[src/rtl/uart_transmitter.sv]
// UART transmitter: 16x oversampled, MSB-first frame of start, data, optional parity, stop.
// Define UART_TX_PARITY_EN to insert one even-parity bit between the data and the stop bit.
module uart_transmitter #(
  parameter int DATA_BITS     = 8,
  parameter int STOP_BIT_TICK = 16
) (
  input  logic                 clk_50MHz,
  input  logic                 reset,
  input  logic                 sample_tick,
  input  logic                 tx_valid,
  input  logic [DATA_BITS-1:0] tx_data,
  output logic                 tx_ready,
  output logic                 tx_busy,
  output logic                 tx_done,
  output logic                 tx
);

  localparam int BIT_W  = (DATA_BITS > 1) ? $clog2(DATA_BITS) : 1;
  localparam int STOP_W = (STOP_BIT_TICK > 1) ? $clog2(STOP_BIT_TICK) : 1;
  localparam logic [BIT_W-1:0]  BIT_LAST  = BIT_W'(DATA_BITS - 1);
  localparam logic [STOP_W-1:0] STOP_LAST = STOP_W'(STOP_BIT_TICK - 1);

`ifdef UART_TX_PARITY_EN
  typedef enum logic [2:0] {S_IDLE, S_START, S_DATA, S_PARITY, S_STOP} state_t;
`else
  typedef enum logic [1:0] {S_IDLE, S_START, S_DATA, S_STOP} state_t;
`endif

  state_t               r_state, w_state_next;
  logic [3:0]           r_tick_cnt, w_tick_next;
  logic [STOP_W-1:0]    r_stop_cnt, w_stop_next;
  logic [BIT_W-1:0]     r_bit_cnt, w_bit_next;
  logic [DATA_BITS-1:0] r_shift, w_shift_next;
  logic                 r_tx, w_tx_next;
  logic                 r_done, w_done_next;
  logic                 w_bit_end;
`ifdef UART_TX_PARITY_EN
  logic                 r_parity, w_parity_next;
`endif

  // A bit slot ends on the edge that counts its 16th sample tick.
  assign w_bit_end = sample_tick && (r_tick_cnt == 4'd15);

  always_comb begin
    // NOTE: every combinational output gets a default first so no path leaves it unassigned (no latch).
    w_state_next = r_state;
    w_tick_next  = r_tick_cnt;
    w_stop_next  = r_stop_cnt;
    w_bit_next   = r_bit_cnt;
    w_shift_next = r_shift;
    w_done_next  = 1'b0;
`ifdef UART_TX_PARITY_EN
    w_parity_next = r_parity;
`endif

    case (r_state)
      S_IDLE: begin
        if (tx_valid) begin
          w_shift_next = tx_data;
          w_tick_next  = 4'd0;
          w_bit_next   = '0;
          w_state_next = S_START;
`ifdef UART_TX_PARITY_EN
          w_parity_next = ^tx_data;
`endif
        end
      end
      S_START: begin
        if (sample_tick) w_tick_next = r_tick_cnt + 4'd1;
        if (w_bit_end) w_state_next = S_DATA;
      end
      S_DATA: begin
        if (sample_tick) w_tick_next = r_tick_cnt + 4'd1;
        if (w_bit_end) begin
          w_shift_next = r_shift << 1;
          w_bit_next   = r_bit_cnt + BIT_W'(1);
          if (r_bit_cnt == BIT_LAST) begin
            w_stop_next  = '0;
`ifdef UART_TX_PARITY_EN
            w_state_next = S_PARITY;
`else
            w_state_next = S_STOP;
`endif
          end
        end
      end
`ifdef UART_TX_PARITY_EN
      S_PARITY: begin
        if (sample_tick) w_tick_next = r_tick_cnt + 4'd1;
        if (w_bit_end) begin
          w_stop_next  = '0;
          w_state_next = S_STOP;
        end
      end
`endif
      S_STOP: begin
        if (sample_tick) begin
          if (r_stop_cnt == STOP_LAST) begin
            w_stop_next  = '0;
            w_done_next  = 1'b1;
            w_state_next = S_IDLE;
          end else begin
            w_stop_next = r_stop_cnt + STOP_W'(1);
          end
        end
      end
      default: w_state_next = S_IDLE;
    endcase

    // The line is driven from the next state so it changes on the same edge as the state.
    case (w_state_next)
      S_START:  w_tx_next = 1'b0;
      S_DATA:   w_tx_next = w_shift_next[DATA_BITS-1];
`ifdef UART_TX_PARITY_EN
      S_PARITY: w_tx_next = w_parity_next;
`endif
      default:  w_tx_next = 1'b1;
    endcase
  end

  always_ff @(posedge clk_50MHz) begin
    // NOTE: sequential state uses non-blocking assignments so every register samples pre-edge values.
    if (reset) begin
      r_state    <= S_IDLE;
      r_tick_cnt <= 4'd0;
      r_stop_cnt <= '0;
      r_bit_cnt  <= '0;
      r_shift    <= '0;
      r_tx       <= 1'b1;
      r_done     <= 1'b0;
`ifdef UART_TX_PARITY_EN
      r_parity   <= 1'b0;
`endif
    end else begin
      r_state    <= w_state_next;
      r_tick_cnt <= w_tick_next;
      r_stop_cnt <= w_stop_next;
      r_bit_cnt  <= w_bit_next;
      r_shift    <= w_shift_next;
      r_tx       <= w_tx_next;
      r_done     <= w_done_next;
`ifdef UART_TX_PARITY_EN
      r_parity   <= w_parity_next;
`endif
    end
  end

  assign tx_ready = (r_state == S_IDLE);
  assign tx_busy  = (r_state != S_IDLE);
  assign tx_done  = r_done;
  assign tx       = r_tx;

endmodule

[config.mk]
export PLATFORM = sky130hd
export DESIGN_NAME = uart_transmitter
export DESIGN_NICKNAME = d
export VERILOG_FILES = /design/src/rtl/uart_transmitter.sv
export SDC_FILE = /design/constraint.sdc
export NUM_CORES = 1
export LEC_CHECK = 0
export CAP_MARGIN = 20
export CORE_ASPECT_RATIO = 0.8
export CORE_UTILIZATION = 50
export DETAILED_ROUTE_END_ITERATION = 16
export PLACE_DENSITY_LB_ADDON = 0.05
export SLEW_MARGIN = 20
export SYNTH_ARGS = -nofsm -noshare
export SYNTH_HDL_FRONTEND = slang
export SYNTH_SLANG_ARGS = --single-unit
[constraint.sdc]
create_clock -name clk_50MHz -period 2.4 [get_ports clk_50MHz]
set_input_delay 0.72 -clock clk_50MHz [delete_from_list [all_inputs] [get_ports clk_50MHz]]
set_output_delay 0.72 -clock clk_50MHz [all_outputs]
set_load 0.01 [all_outputs]
# Yosys cells after proc, flatten, opt, wreduce, memory -nomap -nowiden

Index checks and enable logic that the tools add are counted.

$add $sub $neg: 3
Equality and inequality tests: 13
Muxes and demuxes: 23
Bitwise gates (word level): 2
Reductions and logical operators: 11

Operator list:

| kind                  | number |
|---|---|
| $mux W4               | 6 |
| $mux W8               | 2 |
| $pmux W4 S2           | 2 |
| $pmux W8 S2           | 1 |
| $mux W2               | 6 |
| $add A4 B1 Y4 const B | 2 |
| $eq A4 B4 Y1 const B  | 2 |
| $ne A2 B2 Y1 const B  | 4 |
| $pmux W2 S4           | 1 |
| $reduce_bool A2 Y1    | 4 |
| $eq A2 B2 Y1 const B  | 3 |
| $mux W3               | 2 |
| $pmux W3 S2           | 1 |
| $reduce_and A3 Y1     | 2 |
| $eq A2 B1 Y1 const B  | 2 |
| $reduce_and A4 Y1     | 1 |
| $add A3 B1 Y3 const B | 1 |
| $eq A3 B3 Y1 const B  | 1 |
| $reduce_or A3 Y1      | 1 |
| $logic_not A2 Y1      | 1 |
| $ne A2 B1 Y1 const B  | 1 |
| $not A1 Y1            | 2 |
| $pmux W1 S2           | 1 |
| $reduce_or A2 Y1      | 1 |
| other kinds (2)       | 2 |

Bits in registers: 23
Bits of input ports: 12
Output and inout port bits: 4
Word-level logic and storage cells: 60

# Depth between registers and ports, before layout

Depth in word-level cells: 6
Depth in mapped cells: 8
Depth with buffers taken out: 7

# Least setup slack after synthesis

OpenSTA, ideal clock, no wires.

Kind: register to register
Start: register r_state[0]
End: register r_tick_cnt[2]
Setup time: 71 ps
Arrival: 1922 ps
Required time: 2329 ps
Setup slack: 407 ps
Stages on the path, launching flop included: 7
Path buffers: 0
Clock period less this slack: 1993 ps
Cells stage by stage: dfxtp_1 inv_1 ha_1 nor2b_4 or4b_4 or3b_1 a21oi_1

Elaborated cells on any way between the ends: 9
Those cells by class: eq/ne (4); mux (1); reduce/logical (4)

RTL lines:

| element                                                                    | RTL line | RTL |
|---|---|---|
| start, declared                                                            | 29       | `state_t r_state, w_state_next;` |
| start signal, assigned                                                     | 135      | `r_state <= w_state_next;` |
| $logic_not A2 Y1 (*)                                                       | --       |  |
| via tx_ready                                                               | 12       | `output logic tx_ready,` |
| $ne A2 B2 Y1 (no source line) / $reduce_bool A2 Y1 (equally long branches) | --       |  |
| $reduce_and A3 Y1 (no source line)                                         | --       |  |
| end signal, assigned                                                       | 136      | `r_tick_cnt <= w_tick_next;` |
| end, declared                                                              | 30       | `logic [3:0] r_tick_cnt, w_tick_next;` |

Mark *: on every way through the listed nets, which the timed path passes. The rest lies on a longest branch.
A chain may end at the register's enable or synchronous reset.

# Final worst setup path

Start: input sample_tick
End: register r_tx (netlist: tx)

Word-level cells in the longest chain between the ends: 5
Elaborated cells on any way between the ends: 10
Those cells by class: eq/ne (2); mux (7); reduce/logical (1)

Ends and longest elaborated chain:

| element                                             | RTL line | RTL |
|---|---|---|
| start, declared                                     | 9        | `input logic sample_tick,` |
| $logic_and A1 B1 Y1                                 | 42       | `assign w_bit_end = sample_tick && (r_tick_cnt == 4'd15);` |
| $mux W2, on equally long branches                   | 74, 70   |  |
| $pmux W2 S4                                         | 56       | `case (r_state)` |
| $eq A2 B2 Y1 / $eq A2 B1 Y1 (equally long branches) | 111      | `case (w_state_next)` |
| $pmux W1 S2 (*)                                     | 111      |  |
| end signal, assigned                                | 140      | `r_tx <= w_tx_next;` |
| end, declared                                       | 34       | `logic r_tx, w_tx_next;` |

Mark *: on every way between the ends. The rest lies on a longest branch, timed or not. The select of a mux whose other input is x is not followed.

==> summary.md <==
| Metric | Value |
|---|---|
| Result of the run | finished clean |
| Max_slew headroom | between 70% and 80% |
| Final layout net count | roughly 190 |
| Clock Skews | between 0.008 and 0.009 ns |
| Data required time at the worst endpoint | 2.63 ns |
| CTS Root Cell | clkbuf_4 |
| # port buffers | 15 |
| Routed Antenna Nets | 0 |
| Syn Inst Count | between 100 and 150 |
| Die Y | 46.2 um |
| Minimum clock period | around 2.2 ns |
| N_diodes | 0 |
| Design area | ~1500 um^2 |
| RSZ-0062 raised after global routing | false |
| Hold_ws | ~0.47 ns |
| Post CTS Setup Buffer Count | 0 |
| Placed insts | approximately 190 |
| CP Capture Type | register |
| Wire per inst | about 15 um |
| Max Cap Viol | 0 |
| Worst-path fanout max | 4 |
| Fmax | 450 MHz |
| Placed cell areas | between 1000 and 1500 um^2 |
| Total Wirelength | about 2.7 mm |
| CTS tree | built |
| First-pass GRT wire length | about 4.6 mm |
| Gp weighted congestion | roughly 0.81 |
| Clock transition at path regs | 0.14 ns |
| Synth Register Bits | 23 |
| Pwr/cell area | 497 nW/um^2 |
| Routed vias/inst | 5.91 |
| TritonRoute pass-1 iters | 4 |
| Die footprint | 2650 um^2 |
| Largest net degree at the start of global routing | 15 |
| Post-DP HPWL | about 2.1 mm |
| Type of the most critical hold path | reg -> reg |
| Number of synthesis warnings | 0 |
| Tcrit/Tclk final | just over 90% |
| CTS Buffer Depth | 2 |
| CP arrival | around 2.5 ns |
| Layout cells sized above 1 | between 15 and 20% |
| Worst Setup Start Kind | input pin |
| Vias in the first global route | about 1000 |
| Fin. max-slew vios | 0 |
| Post-synthesis sequential area ratio | 37.6% |
| Residual DRC count | 0 |
| Leakage | a little over 0.6 nW |
| Finished Layout Cells | 189 |
| H-tree levels | 1 |
| CTS buffer count | 3 |
| Rows | 15 |
| Clk sinks | 23 |
| Avg Inst Size Synth | 8.74 um^2 |
| Critical path type | in -> reg |
| Top Ports | 16 |
| DRT iter0 DRCs | 41 |
| Final setup viols | 0 |
| Area grow syn2layout | 22.5% |
| Initial antenna violation count | 0 |
| Die X | 57.3 um |
| Distinct cells, synth | 39 |
| Grt total ovfl | 0 |
| Via count | about 1100 |
| Hold Buf Count CTS | 0 |
| Maximum vdd drop | around 450 uV |
| Final Hold Vio Count | 0 |
| Core box area | 2230 um^2 |
| Worst-skew pair later-pin latency | between 0.3 and 0.4 ns |
| Synth Net Count | 161 |
| Synthesized area | 1220 um^2 |
| Reg2Reg Setup Slack | between 0.3 and 0.4 ns |
| Starting Density | a little over half |
| Worst-margin pin slew | a little over 0.4 ns |
| GRT Overall Usage | a little under a quarter |
## state kept, by name, indices dropped and copies added (netlist names)
name and flops:
r_bit_cnt 3, r_shift 8, r_stop_cnt 4, tx 1, r_state 2, r_tick_cnt 4
tx_done 1
## kinds of logic (layout without fill, tap and decap cells)
| group | after synthesis | in the layout | share of synthesized area [%] |
|---|---|---|---|
| flip-flops | 23 | 23 | 37.6 |
| adder cells (fa/ha/maj) | 9 | 9 | 9.20 |
| AND/OR/NAND/NOR | 60 | 60 | 25.9 |
| multiplexers | 5 | 5 | 4.19 |
| AO/OA/AOI/OAI | 31 | 31 | 19.4 |
| buffers and inverters | 12 | 36 | 3.68 |
## layout make-up
| type | count | area [um^2] |
|---|---|---|
| clock inverter | 1 | 7.51 |
| timing repair buffer | 26 | 234 |
| clock buffer | 3 | 22.5 |
| sequential | 23 | 463 |
| inverter | 6 | 22.5 |
| fill | 175 | 734 |
| multi-input combinational | 105 | 718 |
| tap | 25 | 31.3 |
## layout by cell type, fill, tap and decap left out, drive strengths merged, types with 2 or more instances in the layout
| cell type | instances |
|---|---|
| dfxtp | 23 |
| nor2 | 21 |
| clkdlybuf4s50 | 13 |
| buf | 11 |
| nor3 | 9 |
| ha | 9 |
| a21oi | 8 |
| a221oi | 7 |
| nand2 | 6 |
| inv | 6 |
| nand3 | 5 |
| mux2i | 4 |
| nor2b | 4 |
| clkbuf | 3 |
| and2 | 3 |
| a22oi | 3 |
| nand4 | 2 |
| a31oi | 2 |
| nand2b | 2 |
| or3 | 2 |
## worst max-delay path: stages
cell	delay (ns)
clkdlybuf4s50_1	0.53
nand4_1	0.19
mux2_2	0.32
a221oi_1	0.42
and3_1	0.21
o21bai_1	0.06
## synth_stat cells (all sizes together)
| cell | count | share of area [%] |
|---|---|---|
| o21bai | 1 | 0.61 |
| a32oi | 1 | 0.72 |
| inv | 6 | 1.8 |
| a22oi | 3 | 2.2 |
| or3b | 1 | 0.72 |
| and4 | 1 | 0.72 |
| and3 | 1 | 0.51 |
| nand4 | 2 | 1.0 |
| a221oi | 7 | 5.0 |
| a211o | 1 | 0.82 |
| a211oi | 1 | 1.0 |
| a31oi | 2 | 1.0 |
| a21oi | 8 | 3.3 |
| a21o | 1 | 0.61 |
| and2b | 1 | 0.72 |
| o221ai | 1 | 0.72 |
| a31o | 1 | 0.72 |
| o32ai | 1 | 0.72 |
| nor2 | 21 | 6.4 |
| ha | 9 | 9.2 |
| nand3 | 5 | 2.0 |
| nand2b | 2 | 1.0 |
| mux2 | 1 | 0.92 |
| and3b | 1 | 0.72 |
| clkbuf | 6 | 1.8 |
| nand2 | 6 | 1.8 |
| or3 | 2 | 1.0 |
| o21ai | 1 | 0.41 |
| nor3 | 9 | 3.7 |
| o221a | 1 | 0.92 |
| or4b | 1 | 1.1 |
| mux2i | 4 | 3.3 |
| nor2b | 4 | 2.7 |
| a21boi | 1 | 0.61 |
| and2 | 3 | 1.6 |
| dfxtp | 23 | 38 |
## layer usage
layer	global-route usage, %	vias up	wire (um)
met5	0	-	0
met4	5.37	0	29
met3	6.18	4	130
li1	-	558	-
met2	40.7	30	1300
met1	28.9	525	1280
## repair_timing
action                     CTS  global route
resized for setup            4             1
setup endpoints to repair    2             1
hold endpoints to repair     0             0
## worst paths after layout
check                   start             to  cells past startpoint
setup / recovery  sample_tick             tx                      6
hold / removal     r_shift[0]     r_shift[0]                      2
setup reg to reg   r_state[0]  r_tick_cnt[2]                      6
hold reg to reg    r_shift[0]     r_shift[0]                      2
## metrics by stage
step           TNS [ns]  utilization (%)  total power, mW  setup slack [ns]
2_1_floorplan         0                -            0.497             0.407
3_3_place_gp    -0.0767             65.6            0.558           -0.0460
3_5_place_dp     -0.229             65.6            0.562           -0.0996
4_1_cts               0             67.0            0.754            0.0458
5_1_grt               0             67.1            0.785            0.0854
6_report              0             67.1            0.745             0.179
## report_power, final
group          leakage (nW)  internal (mW)  switching, mW
Combinational         0.408         0.0752         0.0685
Sequential            0.188          0.399         0.0115
Clock                0.0139         0.0637          0.127
Total                 0.610          0.538          0.207
No activity file was read; power rests on OpenSTA's default activity.
